### src/rtl/csr_access_unit.sv
// csr_access_unit: Zicsr initiator sequencing CSR bank read/write strobes (ports: i_clk/i_rst, req i_req_valid/o_req_ready/i_funct3/i_csr_addr/i_rs1_data/i_rs1_idx/i_rd_idx, resp o_resp_*, bank o_csr_*/i_csr_rd_data; optional i_priv under CSR_ACCESS_PRIV_CHECK_EN)
module csr_access_unit #(
  parameter int XLEN   = 32,
  parameter int ADDR_W = 12
) (
  input  logic              i_clk,
  input  logic              i_rst,
`ifdef CSR_ACCESS_PRIV_CHECK_EN
  input  logic [1:0]        i_priv,
`endif
  input  logic              i_req_valid,
  output logic              o_req_ready,
  input  logic [2:0]        i_funct3,
  input  logic [ADDR_W-1:0] i_csr_addr,
  input  logic [XLEN-1:0]   i_rs1_data,
  input  logic [4:0]        i_rs1_idx,
  input  logic [4:0]        i_rd_idx,
  output logic              o_resp_valid,
  input  logic              i_resp_ready,
  output logic [XLEN-1:0]   o_resp_data,
  output logic [4:0]        o_resp_rd_idx,
  output logic              o_resp_illegal,
  output logic              o_csr_rd_en,
  output logic [ADDR_W-1:0] o_csr_rd_addr,
  input  logic [XLEN-1:0]   i_csr_rd_data,
  output logic              o_csr_wr_en,
  output logic [ADDR_W-1:0] o_csr_wr_addr,
  output logic [XLEN-1:0]   o_csr_wr_data,
  output logic              o_csr_or,
  output logic              o_csr_and
);
  localparam logic [1:0] IDLE = 2'd0, READ = 2'd1, WRITE = 2'd2, RESP = 2'd3;
  logic [1:0]        state_q, state_d, mode_q, mode_d;
  logic [ADDR_W-1:0] addr_q, addr_d;
  logic [XLEN-1:0]   op_q, op_d, wr_data_q, wr_data_d, resp_data_q, resp_data_d;
  logic [4:0]        rd_idx_q, rd_idx_d;
  logic              req_ready_q, req_ready_d, wr_go_q, wr_go_d, ill_q, ill_d;
  logic              rd_en_q, rd_en_d, wr_en_q, wr_en_d, wr_or_q, wr_or_d, wr_and_q, wr_and_d;
  logic              resp_valid_q, resp_valid_d, resp_ill_q, resp_ill_d;
  logic              bad_f3, wr_need, ro_viol, priv_viol, supp;
  assign bad_f3  = i_funct3[1:0] == 2'b00;
  // set/clear only write when the rs1 index (or zimm) is nonzero, not the rs1 value
  assign wr_need = i_funct3[1:0] == 2'b01 || i_rs1_idx != 5'd0;
  assign ro_viol = wr_need && i_csr_addr[11:10] == 2'b11;
`ifdef CSR_ACCESS_PRIV_CHECK_EN
  assign priv_viol = i_csr_addr[9:8] > i_priv;
`else
  assign priv_viol = 1'b0;
`endif
  assign supp = i_funct3[1:0] == 2'b01 && i_rd_idx == 5'd0;
  always_comb begin
    state_d      = state_q;
    req_ready_d  = req_ready_q;
    mode_d       = mode_q;
    addr_d       = addr_q;
    op_d         = op_q;
    rd_idx_d     = rd_idx_q;
    wr_go_d      = wr_go_q;
    ill_d        = ill_q;
    wr_data_d    = wr_data_q;
    resp_valid_d = resp_valid_q;
    resp_data_d  = resp_data_q;
    resp_ill_d   = resp_ill_q;
    rd_en_d      = 1'b0;
    wr_en_d      = 1'b0;
    wr_or_d      = 1'b0;
    wr_and_d     = 1'b0;
    case (state_q)
      IDLE: if (i_req_valid) begin
        state_d     = READ;
        req_ready_d = 1'b0;
        mode_d      = i_funct3[1:0];
        addr_d      = i_csr_addr;
        op_d        = i_funct3[2] ? {{(XLEN-5){1'b0}}, i_rs1_idx} : i_rs1_data;
        rd_idx_d    = i_rd_idx;
        ill_d       = bad_f3 || ro_viol || priv_viol;
        wr_go_d     = wr_need && !(bad_f3 || ro_viol || priv_viol);
        // a read-only violation still reads; bad funct3 and privilege faults do not
        rd_en_d     = !bad_f3 && !priv_viol && !supp;
      end
      READ: begin
        state_d      = wr_go_q ? WRITE : RESP;
        resp_data_d  = (rd_en_q && !ill_q) ? i_csr_rd_data : '0;
        wr_en_d      = wr_go_q;
        wr_or_d      = wr_go_q && mode_q == 2'b10;
        wr_and_d     = wr_go_q && mode_q == 2'b11;
        wr_data_d    = mode_q == 2'b11 ? ~op_q : op_q;
        resp_valid_d = !wr_go_q;
        resp_ill_d   = ill_q;
      end
      WRITE: begin
        state_d      = RESP;
        resp_valid_d = 1'b1;
      end
      default: if (i_resp_ready) begin
        state_d      = IDLE;
        resp_valid_d = 1'b0;
        req_ready_d  = 1'b1;
      end
    endcase
  end
  always_ff @(posedge i_clk) begin
    if (i_rst) begin
      state_q      <= IDLE;
      req_ready_q  <= 1'b1;
      rd_en_q      <= 1'b0;
      wr_en_q      <= 1'b0;
      wr_or_q      <= 1'b0;
      wr_and_q     <= 1'b0;
      resp_valid_q <= 1'b0;
      resp_data_q  <= '0;
      resp_ill_q   <= 1'b0;
    end else begin
      state_q      <= state_d;
      req_ready_q  <= req_ready_d;
      rd_en_q      <= rd_en_d;
      wr_en_q      <= wr_en_d;
      wr_or_q      <= wr_or_d;
      wr_and_q     <= wr_and_d;
      resp_valid_q <= resp_valid_d;
      resp_data_q  <= resp_data_d;
      resp_ill_q   <= resp_ill_d;
    end
  end
  always_ff @(posedge i_clk) begin
    mode_q    <= mode_d;
    addr_q    <= addr_d;
    op_q      <= op_d;
    rd_idx_q  <= rd_idx_d;
    wr_go_q   <= wr_go_d;
    ill_q     <= ill_d;
    wr_data_q <= wr_data_d;
  end
  assign o_req_ready    = req_ready_q;
  assign o_resp_valid   = resp_valid_q;
  assign o_resp_data    = resp_data_q;
  assign o_resp_rd_idx  = rd_idx_q;
  assign o_resp_illegal = resp_ill_q;
  assign o_csr_rd_en    = rd_en_q;
  assign o_csr_rd_addr  = addr_q;
  // the bank commits on the edge that ends WRITE, so a reset landing on that edge must mask the strobe
  assign o_csr_wr_en    = wr_en_q && !i_rst;
  assign o_csr_wr_addr  = addr_q;
  assign o_csr_wr_data  = wr_data_q;
  assign o_csr_or       = wr_or_q;
  assign o_csr_and      = wr_and_q;
endmodule

### config.mk
export PLATFORM = sky130hd
export DESIGN_NAME = csr_access_unit
export DESIGN_NICKNAME = d
export VERILOG_FILES = /design/src/rtl/csr_access_unit.sv
export SDC_FILE = /design/constraint.sdc
export NUM_CORES = 1
export LEC_CHECK = 0
export CORE_ASPECT_RATIO = 1.1
export CORE_MARGIN = 10
export CORE_UTILIZATION = 47
export CTS_CLUSTER_DIAMETER = 100
export DETAILED_ROUTE_END_ITERATION = 16
export PLACE_DENSITY_LB_ADDON = 0.15
export SYNTH_ARGS = -nofsm -noshare
export SYNTH_HDL_FRONTEND = slang
export SYNTH_SLANG_ARGS = --single-unit
### constraint.sdc
create_clock -name i_clk -period 3.82 [get_ports i_clk]
set_clock_uncertainty 0.2 [all_clocks]
set_input_delay 0.573 -clock i_clk [delete_from_list [all_inputs] [get_ports i_clk]]
set_output_delay 0.573 -clock i_clk [all_outputs]
set_load 0.01 [all_outputs]
## After elaboration in Yosys (flattened, before gate mapping)

Index checks and enable logic that the tools add are counted.

| word-level totals | value |
|---|---|
| bits of input ports | 93 |
| register bits after elaboration | 126 |
| output and inout port bits | 100 |

| operators by class | value |
|---|---|
| reduce and logical (&&, ||, !) cells | 30 |
| eq/ne operators | 7 |
| multiplexer cells | 12 |
| bitwise logic cells | 5 |

Operators by type and width:

| kind | count |
|---|---|
| 32-bit 2-to-1 mux | 2 |
| 32-bit NOT | 1 |
| 2-bit equality test, second input constant | 4 |
| 1-bit logical AND | 8 |
| 1-bit logical NOT | 6 |
| 2-bit one-hot mux with 3 select lines | 1 |
| 2-bit AND reduction | 3 |
| 5-bit logical NOT | 1 |
| 5-bit 2-to-1 mux | 1 |
| 5-bit nonzero test | 1 |
| 2-bit by 1-bit equality test with 1-bit output, second input constant | 2 |
| 2-bit logical NOT | 2 |
| 1-bit 2-to-1 mux | 4 |
| 2-bit 2-to-1 mux | 2 |
| 1-bit NOT | 4 |
| 4-bit nonzero test | 1 |
| 2-bit OR reduction | 2 |
| 1-bit one-hot mux with 3 select lines | 1 |
| 3-bit AND reduction | 1 |
| 3-bit nonzero test | 1 |
| 3-bit OR reduction | 1 |
| 1-bit logical OR | 2 |
| 2-bit inequality test, second input constant | 1 |
| 1-bit one-hot mux with 2 select lines | 1 |
| 2-bit nonzero test | 1 |

## Logic depth before layout (Yosys ltp)

Gate-level depths: netlist (run 1).

| depth | value |
|---|---|
| depth after elaboration | 6 |
| mapped depth | 8 |

## Worst setup path before layout (run 1)

Ideal clock, no wire load.

| timing path | value |
|---|---|
| path type | reg-to-reg |
| start | register state_q[1] |
| end | register resp_data_q[11], in the netlist o_resp_data[11] |
| buffers on the path | 2 |
| data arrival time | 2.060 ns |
| slack | 1.433 ns |
| clock period less this slack | 2.387 ns |
| library setup time | 0.128 ns |
| cell stages (with the launch flop) | 8 |
| cells stage by stage | dfxtp_1 -> inv_1 -> ha_1 -> buf_6 -> clkbuf_1 -> and2b_1 -> a21oi_1 -> nor2_1 |

| on the way | value |
|---|---|
| cells in the longest elaborated chain, start to end | 1 |

Ends and longest elaborated chain:

| item | RTL line | source |
|---|---|---|
| start: declaration | 33 | `logic [1:0] state_q, state_d, mode_q, mode_d;` |
| start signal: assignment | 114 | `state_q <= state_d;` |
| 2-bit by 1-bit equality test with 1-bit output | 68 | `case (state_q)` |
| end signal: assignment | 121 | `resp_data_q <= resp_data_d;` |
| end: declaration | 35 | `logic [XLEN-1:0] op_q, op_d, wr_data_q, wr_data_d, resp_data_q, resp_data_d;` |

Every way passes these cells.
A chain may end at the register's enable or synchronous reset.

## Worst setup path in the final report (run 1)

| timing path | value |
|---|---|
| start | input port i_rst |
| end | output port o_csr_wr_en |

| on the way | value |
|---|---|
| cells in the longest elaborated chain, start to end | 2 |

Ends and longest elaborated chain:

| item | RTL line | source |
|---|---|---|
| start: declaration | 7 | `input logic i_rst,` |
| 1-bit logical NOT | 142 | `assign o_csr_wr_en = wr_en_q && !i_rst;` |
| 1-bit logical AND | 142 |  |
| end: declaration | 26 | `output logic o_csr_wr_en,` |

Every way passes these cells.

==> impl_metrics.yaml, run 1 <==
detailed_routing:
  wirelength_mm: 11.4
  routed_via_density: 4.60
  avgRoutedWirePerCell_um: 16.2
  drc: 0
  vias: 3247
  drt_first_iter_violations: 155
  dr.pass1.iters: 4
  ant_nets: 0
cts:
  cts_setup_buffers: 0
  insertion_delay_ns: 0.40
  cts_resized: 0
  htree_levels: 4
  clock_sinks: 126
  clkTransAtPathRegs_ns: 0.05
  cts_buffers: 17
  cts_root_buf: "clkbuf_16"
  cts_tree: "built"
  hold_buffers: 0
  clk_path_buf_depth: 2
critical_path:
  r2r-end: "o_csr_wr_data[12]"
  start_kind: "input port"
  reg2reg_from: "state_q[1]"
  cp_data_arrival_time_ns: 1.71
  worstPathCellList: "clkdlybuf4s50_1, nor2b_1, clkdlybuf4s50_1"
  criticalPathCategory: "in -> out"
  critical_path.startpoint: "i_rst"
  worst-endpoint-required_ns: 3.05
  worstSetupEndpointType: "output port"
  worstSetupEndpoint: "o_csr_wr_en"
  slowest_stage: "clkdlybuf4s50_1"
  reg2reg_slack_ns: 1.61
  cp_slowest_stage_delay_ns: 0.57
  cp_max_fo: 2
  r2r_cells: 4
  worst_path_most_repeated_cell: "clkdlybuf4s50_1"
power:
  power_leakage_uw: 0.00272
  peakVddDrop_uv: 339
  p_sw_uw: 1210
  power_density_mw_per_mm2: 626
  seqPwrFrac_pct: 43.0
  p_int_uw: 3430
  clock_power_share_pct: 31.4
  p_sw_share_pct: 26.1
  p_comb_share_pct: 25.7
logic_synthesis:
  syn_area_mm2: 0.00496
  synth_cells: 365
  yosys_register_bits: 126
  yosys.cell_types.count: 31
  ys_warn_count: 0
  seq_area_frac_synth_pct: 68.0
  avgSynthCellArea_um2: 13.6
  yosysTopAreaCellShare_pct: 51.5
  synth_nets: 462
  synth_top_area_cell: "edfxtp_1"
  synth_area_leaders: "edfxtp_1 (51%), dfxtp_1 (17%), nor2b_1 (5.9%), xnor2_1 (5.6%), nor2_1 (2.8%)"
floorplan:
  row_count: 39
  die_area_mm2: 0.0151
  ios: 193
  coreArea_mm2: 0.0103
  initial_utilization_pct: 48.0
  die_h_um: 128
  fp.dieW_um: 118
worst_hold_path:
  hp-class: "reg -> reg"
cells_and_area:
  layout-drive-gt1-share_pct: 8.70
  mostFrequentLayoutCells: "clkdlybuf4s50_1 (192), edfxtp_1 (85), nor2b_1 (47)"
  final_nets: 649
  layout.cells.non_filler: 706
  antenna-diode-count: 0
  layout_commonest_cell: "clkdlybuf4s50_1"
  fill_cells: 730
  area_growth_pct: 49.5
sta:
  tns_ns: 0
  period_minus_slack_ns: 2.48
  fmax_ghz: 0.403
  rsz0062_at_grt: "no"
  setup_ws_ns: 1.34
  setup_viol: 0
  finalCritPeriodShare_pct: 65.0
  maxSlewViolCount: 0
  hold_viol: 0
  slew_headroom_pct: 38.9
  tightest_slew_ns: 0.913
global_routing:
  gr-total-overflow: 0
  grt_pass1_wl_mm: 17.8
  grt_usage_pct: 15.2
  grt_antenna_before_repair: 0
  use_met3_pct: 6.87
  grt_use_met1_pct: 16.6
  grt_pass1_vias: 3374
  gr-max-usage-layer: "met2"
  met2_usage_pct: 24.5
  grt_start_max_net_pins: 42
placement:
  place_ws_ns: 1.27
  place_inst: 676
  numPortBuffers: 192
  hpwl_mm: 8.75
  gp_congestion: 0.733
flow_run:
  cap_violations: 0
status:
  status: "finished, final reports clean"
-- registers in the layout (all words and copies together), names as in the netlist --
name and cells:
ill_q 1, mode_q 2, o_csr_and 1, o_csr_or 1
o_csr_rd_addr 12, o_csr_rd_en 1, o_csr_wr_data 32, o_req_ready 1
o_resp_data 32, o_resp_illegal 1, o_resp_rd_idx 5, o_resp_valid 1
op_q 32, state_q 2, wr_en_q 1, wr_go_q 1
-- worst max-delay path, delay by kind of cell --
family / cells / cell delay (ns)
buffers and inverters: 2 / 1.01
AND/OR/NAND/NOR: 1 / 0.12
-- cell usage after synthesis (all sizes together) --
| master | n |
|---|---|
| o21bai | 2 |
| clkbuf | 6 |
| a21oi | 35 |
| mux2 | 5 |
| nor3 | 1 |
| inv | 7 |
| nor2b | 47 |
| nand2b | 5 |
| xnor2 | 32 |
| o31ai | 1 |
| nor4 | 1 |
| a211oi | 1 |
| ha | 4 |
| nor3b | 1 |
| or4 | 2 |
| buf | 24 |
| nand2 | 3 |
| nor2 | 37 |
| and3b | 1 |
| mux2i | 4 |
| and2b | 15 |
| edfxtp | 85 |
| or2 | 1 |
| o21ai | 3 |
| a21boi | 1 |
| dfxtp | 41 |
-- worst min-delay path by stage --
stage	start	endpoint	slack, ns	cells past startpoint
floorplan	mode_q[0]	o_csr_or	0.22	1
global placement	mode_q[0]	o_csr_or	0.26	1
detailed placement	mode_q[0]	o_csr_or	0.25	1
CTS	mode_q[0]	o_csr_or	0.26	1
global route	mode_q[0]	o_csr_or	0.27	1
finish	mode_q[0]	o_csr_or	0.26	1
-- power by group through the flow --
stage	logic [µW]	clock network, µW	registers [µW]
after global placement	1190	0	2010
after floorplan	530	0	2100
after global routing	1290	1540	2030
after CTS	1220	1480	2000
after detailed placement	1220	0	2020
final	1190	1460	2000
-- metrics by stage --
step                utilization, %  power (µW)  cell area (µm²)  hold WS (ns)
floorplan                        -        2630             4960         0.215
global placement              66.5        3200             6880         0.257
detailed placement            66.5        3240             6880         0.253
CTS                           71.7        4710             7420         0.260
global route                  71.7        4860             7420         0.273
finish                        71.7        4650             7420         0.259
-- logic make-up after synthesis --
family                   count (synthesis)  synth area share [%]
multiplexers                             9                  1.94
buffers and inverters                   37                  5.12
AND/OR/NAND/NOR                        114                  12.9
XOR/XNOR                                32                  5.65
AO/OA/AOI/OAI                           43                  5.35
flip-flops                             126                  68.0
adder cells (fa/ha/maj)                  4                  1.01
-- area by class of cell --
class                           count  area [µm²]  area share [%]
Sequential cell                   126        3370            45.5
Timing Repair Buffer              198        1970            26.5
Multi-Input combinational cell    202        1340            18.0
Clock buffer                       19         433            5.84
Tap cell                          143         179            2.41
Clock inverter                     11         101            1.37
Inverter                            7        26.3           0.354
-- layer usage --
layer | share of wire (%) | vias to the layer above | routed length, µm
met1 | 41 | 1482 | 4670
li1 | - | 1602 | -
met5 | 0 | - | 0
met4 | 2.5 | 0 | 286
met3 | 9.2 | 20 | 1050
met2 | 47 | 143 | 5400
No activity file was read; power rests on OpenSTA's default activity.
==> run 2: changes to the inputs <==
- CORE_UTILIZATION: 47 -> 39
- clock period: 3.82 -> 2.1 ns (I/O delays scaled with it)
==> run 2 against run 1 <==
Against the previous run: register-to-register slack lost 1.3 ns; wire length is 4.3% higher; critical path depth unchanged; first-iteration DRC count fell by 16%; clock power is 100% higher; final area up 2.2%; combinational power increased by 90%; largest cell class unchanged.
==> impl_metrics.yaml, run 2 (same netlist as run 1, synthesis figures left out) <==
floorplan:
  fp.dieW_um: 128
  die_area_mm2: 0.0176
  ios: 193
  initial_utilization_pct: 39.6
  row_count: 43
  die_h_um: 138
  coreArea_mm2: 0.0125
power:
  power_density_mw_per_mm2: 1170
  peakVddDrop_uv: 559
  power_leakage_uw: 0.00277
cts:
  htree_levels: 4
  insertion_delay_ns: 0.40
  cts_resized: 0
  cts_setup_buffers: 0
  cts_root_buf: "clkbuf_16"
  clk_path_buf_depth: 2
  hold_buffers: 0
  cts_buffers: 17
  cts_tree: "built"
  clock_sinks: 126
  clkTransAtPathRegs_ns: 0.06
worst_hold_path:
  whs_path_depth: 1
  hold_end: "o_csr_rd_addr[9]"
  hp-class: "in -> reg"
  min-delay-start: "i_csr_addr[9]"
cells_and_area:
  area_growth_pct: 52.9
  layout-drive-gt1-share_pct: 11.4
  fill_cells: 1056
  antenna-diode-count: 0
  mostFrequentLayoutCells: "clkdlybuf4s50_1 (192), edfxtp_1 (85), nor2b_1 (47)"
  final_nets: 654
  layout_commonest_cell: "clkdlybuf4s50_1"
  final_cell_area_mm2: 0.00758
critical_path:
  worstSetupEndpointType: "output port"
  start_kind: "input port"
  cp_max_fo: 2
  reg2reg_from: "state_q[1]"
  r2r-end: "o_resp_data[10]"
  r2r_cells: 6
  cp_data_arrival_time_ns: 1.51
  worst-endpoint-required_ns: 1.58
  reg2reg_slack_ns: 0.33
  criticalPathCategory: "in -> out"
detailed_routing:
  drt_first_iter_violations: 130
  avgRoutedWirePerCell_um: 16.4
  drc: 0
  ant_nets: 0
  routed_via_density: 4.49
  dr.pass1.iters: 4
  vias: 3262
  wirelength_mm: 11.9
sta:
  rsz0062_at_grt: "no"
  hold_viol: 0
  tightest_slew_ns: 0.404
  period_minus_slack_ns: 2.03
  slew_headroom_pct: 73.0
  setup_viol: 0
  maxSlewViolCount: 0
  fmax_ghz: 0.494
  whs_ns: 0.264
  setup_ws_ns: 0.0738
  finalCritPeriodShare_pct: 96.5
  tns_ns: 0
placement:
  hpwl_mm: 8.91
  numPortBuffers: 192
  placed_area_mm2: 0.00697
  place_ws_ns: 0.0608
  gp_congestion: 0.744
global_routing:
  grt_antenna_before_repair: 0
  grt_pass1_vias: 3566
  grt_start_max_net_pins: 54
  grt_pass1_wl_mm: 19.0
  grt_usage_pct: 13.7
  gr-total-overflow: 0
status:
  status: "finished, final reports clean"
flow_run:
  cap_violations: 0
## run 2: changes by cell type in the layout (fill, tap and decap cells not counted), sizes merged
cell      change
clkinvlp      +5
inv           +2
buf           +5
clkbuf        -2
bufinv        +1
clkinv        -4
## run 2: worst max-delay path by stage
stage / from / end / cells after the start
floorplan: state_q[1] / ill_q / 4
global placement: i_rst / o_csr_wr_en / 3
detailed placement: i_rst / o_csr_wr_en / 3
CTS: i_rst / o_csr_wr_en / 3
global route: i_rst / o_csr_wr_en / 3
finish: i_rst / o_csr_wr_en / 3
## run 2: where the power goes
| part | switching, µW | leakage, µW | internal [µW] |
|---|---|---|---|
| Clock | 1090 | 0.000283 | 1880 |
| Sequential | 218 | 0.00114 | 3410 |
| Combinational | 1070 | 0.00135 | 1190 |
| Total | 2370 | 0.00277 | 6480 |
## run 2: worst max-delay path: stages
cell and delay (ns):
clkdlybuf4s50_1 0.46, nor2b_1 0.16, clkdlybuf4s50_1 0.58
## run 2: per-stage QoR
stage	total power (µW)	util, %	cells
after CTS	9010	60.5	727
after global routing	9300	60.5	727
final	8850	60.5	727
after floorplan	4800	-	365
after detailed placement	5980	55.6	695
after global placement	5930	55.6	695
## run 2: per-layer routing
| metal | wire (µm) | track usage (%) |
|---|---|---|
| met1 | 4620 | 15.0 |
| met2 | 5900 | 22.2 |
| met3 | 1180 | 6.31 |
| met4 | 197 | 5.76 |
| met5 | 0 | 0 |
## run 2: layout make-up
cell class	instances	area, µm²	area share [%]
sequential	126	3370	44.5
timing repair buffer	203	2030	26.8
multi-input combinational	202	1340	17.7
clock buffer	17	425	5.61
tap	157	196	2.59
clock inverter	15	186	2.46
inverter	7	30.0	0.396
==> run 3: changes to the inputs <==
- MAX_ROUTING_LAYER: default -> met4
- SLEW_MARGIN: default -> 40
==> run 3 against run 2 <==
Against the previous run: via count about the same; hold slack worse by 0.0031 ns; sequential power about the same; sequential share of layout area unchanged; non-clock buffer count unchanged; utilization unchanged; die area unchanged; global-route usage up 0.41 points; critical path type unchanged; total power about the same; combinational power about the same; largest cell class unchanged; maximum frequency about the same.
==> impl_metrics.yaml, run 3 (same netlist as run 1, synthesis figures left out) <==
status:
  status: "finished, final reports clean"
cts:
  hold_buffers: 0
  clkTransAtPathRegs_ns: 0.06
  clock_sinks: 126
  cts_setup_buffers: 0
  cts_tree: "built"
  htree_levels: 4
  cts_root_buf: "clkbuf_16"
  cts_resized: 0
  insertion_delay_ns: 0.41
  clk_path_buf_depth: 2
  cts_buffers: 17
global_routing:
  grt_usage_pct: 14.1
  gr-total-overflow: 0
  grt_antenna_before_repair: 0
  grt_pass1_vias: 3565
  grt_start_max_net_pins: 54
  grt_pass1_wl_mm: 19.0
sta:
  setup_ws_ns: 0.0739
  finalCritPeriodShare_pct: 96.5
  tightest_slew_ns: 0.402
  slew_headroom_pct: 73.2
  whs_ns: 0.260
  rsz0062_at_grt: "no"
  hold_viol: 0
  tns_ns: 0
  fmax_ghz: 0.494
  maxSlewViolCount: 0
  period_minus_slack_ns: 2.03
  setup_viol: 0
critical_path:
  worstSetupPathDepth: 3
  slowest_stage: "clkdlybuf4s50_1"
  start_kind: "input port"
  reg2reg_slack_ns: 0.32
  worstSetupEndpointType: "output port"
  cp_data_arrival_time_ns: 1.51
  criticalPathCategory: "in -> out"
  crit_family: "buffers and inverters"
  cp_max_fo: 2
  worstPathCellList: "clkdlybuf4s50_1, nor2b_1, clkdlybuf4s50_1"
  crit_buf_inv: 2
  cp_slowest_stage_delay_ns: 0.58
  worst_path_most_repeated_cell: "clkdlybuf4s50_1"
  worst-endpoint-required_ns: 1.58
  r2r_cells: 6
detailed_routing:
  wirelength_mm: 11.9
  drc: 0
  drt_first_iter_violations: 121
  vias: 3263
  dr.pass1.iters: 4
  routed_via_density: 4.49
  ant_nets: 0
  avgRoutedWirePerCell_um: 16.4
placement:
  hpwl_mm: 8.91
  numPortBuffers: 192
  placed_area_mm2: 0.00697
  gp_congestion: 0.753
  place_ws_ns: 0.0608
cells_and_area:
  layout-drive-gt1-share_pct: 11.4
  mostFrequentLayoutCells: "clkdlybuf4s50_1 (192), edfxtp_1 (85), nor2b_1 (47)"
  final_cell_area_mm2: 0.00758
  antenna-diode-count: 0
  final_nets: 654
  fill_cells: 1056
  area_growth_pct: 52.9
  layout_commonest_cell: "clkdlybuf4s50_1"
floorplan:
  die_h_um: 138
  initial_utilization_pct: 39.6
  coreArea_mm2: 0.0125
  ios: 193
  die_area_mm2: 0.0176
  fp.dieW_um: 128
  row_count: 43
flow_run:
  cap_violations: 0
power:
  power_density_mw_per_mm2: 1170
  power_leakage_uw: 0.00277
  peakVddDrop_uv: 559
worst_hold_path:
  whs_path_depth: 1
  hp-class: "in -> reg"
run 3: worst reg2reg max path, stage by stage, from the launching register on:
cell and delay, ns:
dfxtp_1 0.42, inv_1 0.09, ha_2 0.22, and3b_1 0.18
buf_4 0.25, a21oi_1 0.24, nor2_1 0.05
run 3: area by class of cell:
| type | instances | area, µm² | area share, % |
|---|---|---|---|
| flip-flops and latches | 126 | 3370 | 44.5 |
| repair buffers | 203 | 2030 | 26.8 |
| multi-input cells | 202 | 1340 | 17.7 |
| clock buffers | 17 | 425 | 5.61 |
| well taps | 157 | 196 | 2.59 |
| clock inverters | 15 | 186 | 2.46 |
| inverters | 7 | 30.0 | 0.396 |
run 3: metrics by stage:
| stage | total power, µW | util, % | instances |
|---|---|---|---|
| 6_report | 8860 | 60.5 | 727 |
| 5_1_grt | 9300 | 60.5 | 727 |
| 4_1_cts | 9010 | 60.5 | 727 |
| 3_5_place_dp | 5980 | 55.6 | 695 |
| 3_3_place_gp | 5930 | 55.6 | 695 |
| 2_1_floorplan | 4800 | - | 365 |
run 3: power by group:
| group | total [µW] | leakage [µW] | internal [µW] | switching [µW] |
|---|---|---|---|---|
| logic | 2260 | 0.00135 | 1190 | 1070 |
| registers | 3630 | 0.00114 | 3410 | 219 |
| clock network | 2970 | 0.000283 | 1880 | 1090 |
| total | 8860 | 0.00277 | 6480 | 2380 |
run 3: path summary, 6_finish.rpt:
path | from | to
worst min register to register | mode_q[0] | o_csr_or
worst min-delay path | i_csr_addr[9] | o_csr_rd_addr[9]
worst max-delay path | i_rst | o_csr_wr_en
worst max register to register | state_q[1] | o_resp_data[10]
run 3: layer usage:
layer,vias up,wire (µm),track usage (%)
met5,-,0,-
met2,134,5900,22.3
li1,1613,-,-
met1,1502,4810,15.5
met4,0,170,5.58
met3,14,1040,5.70
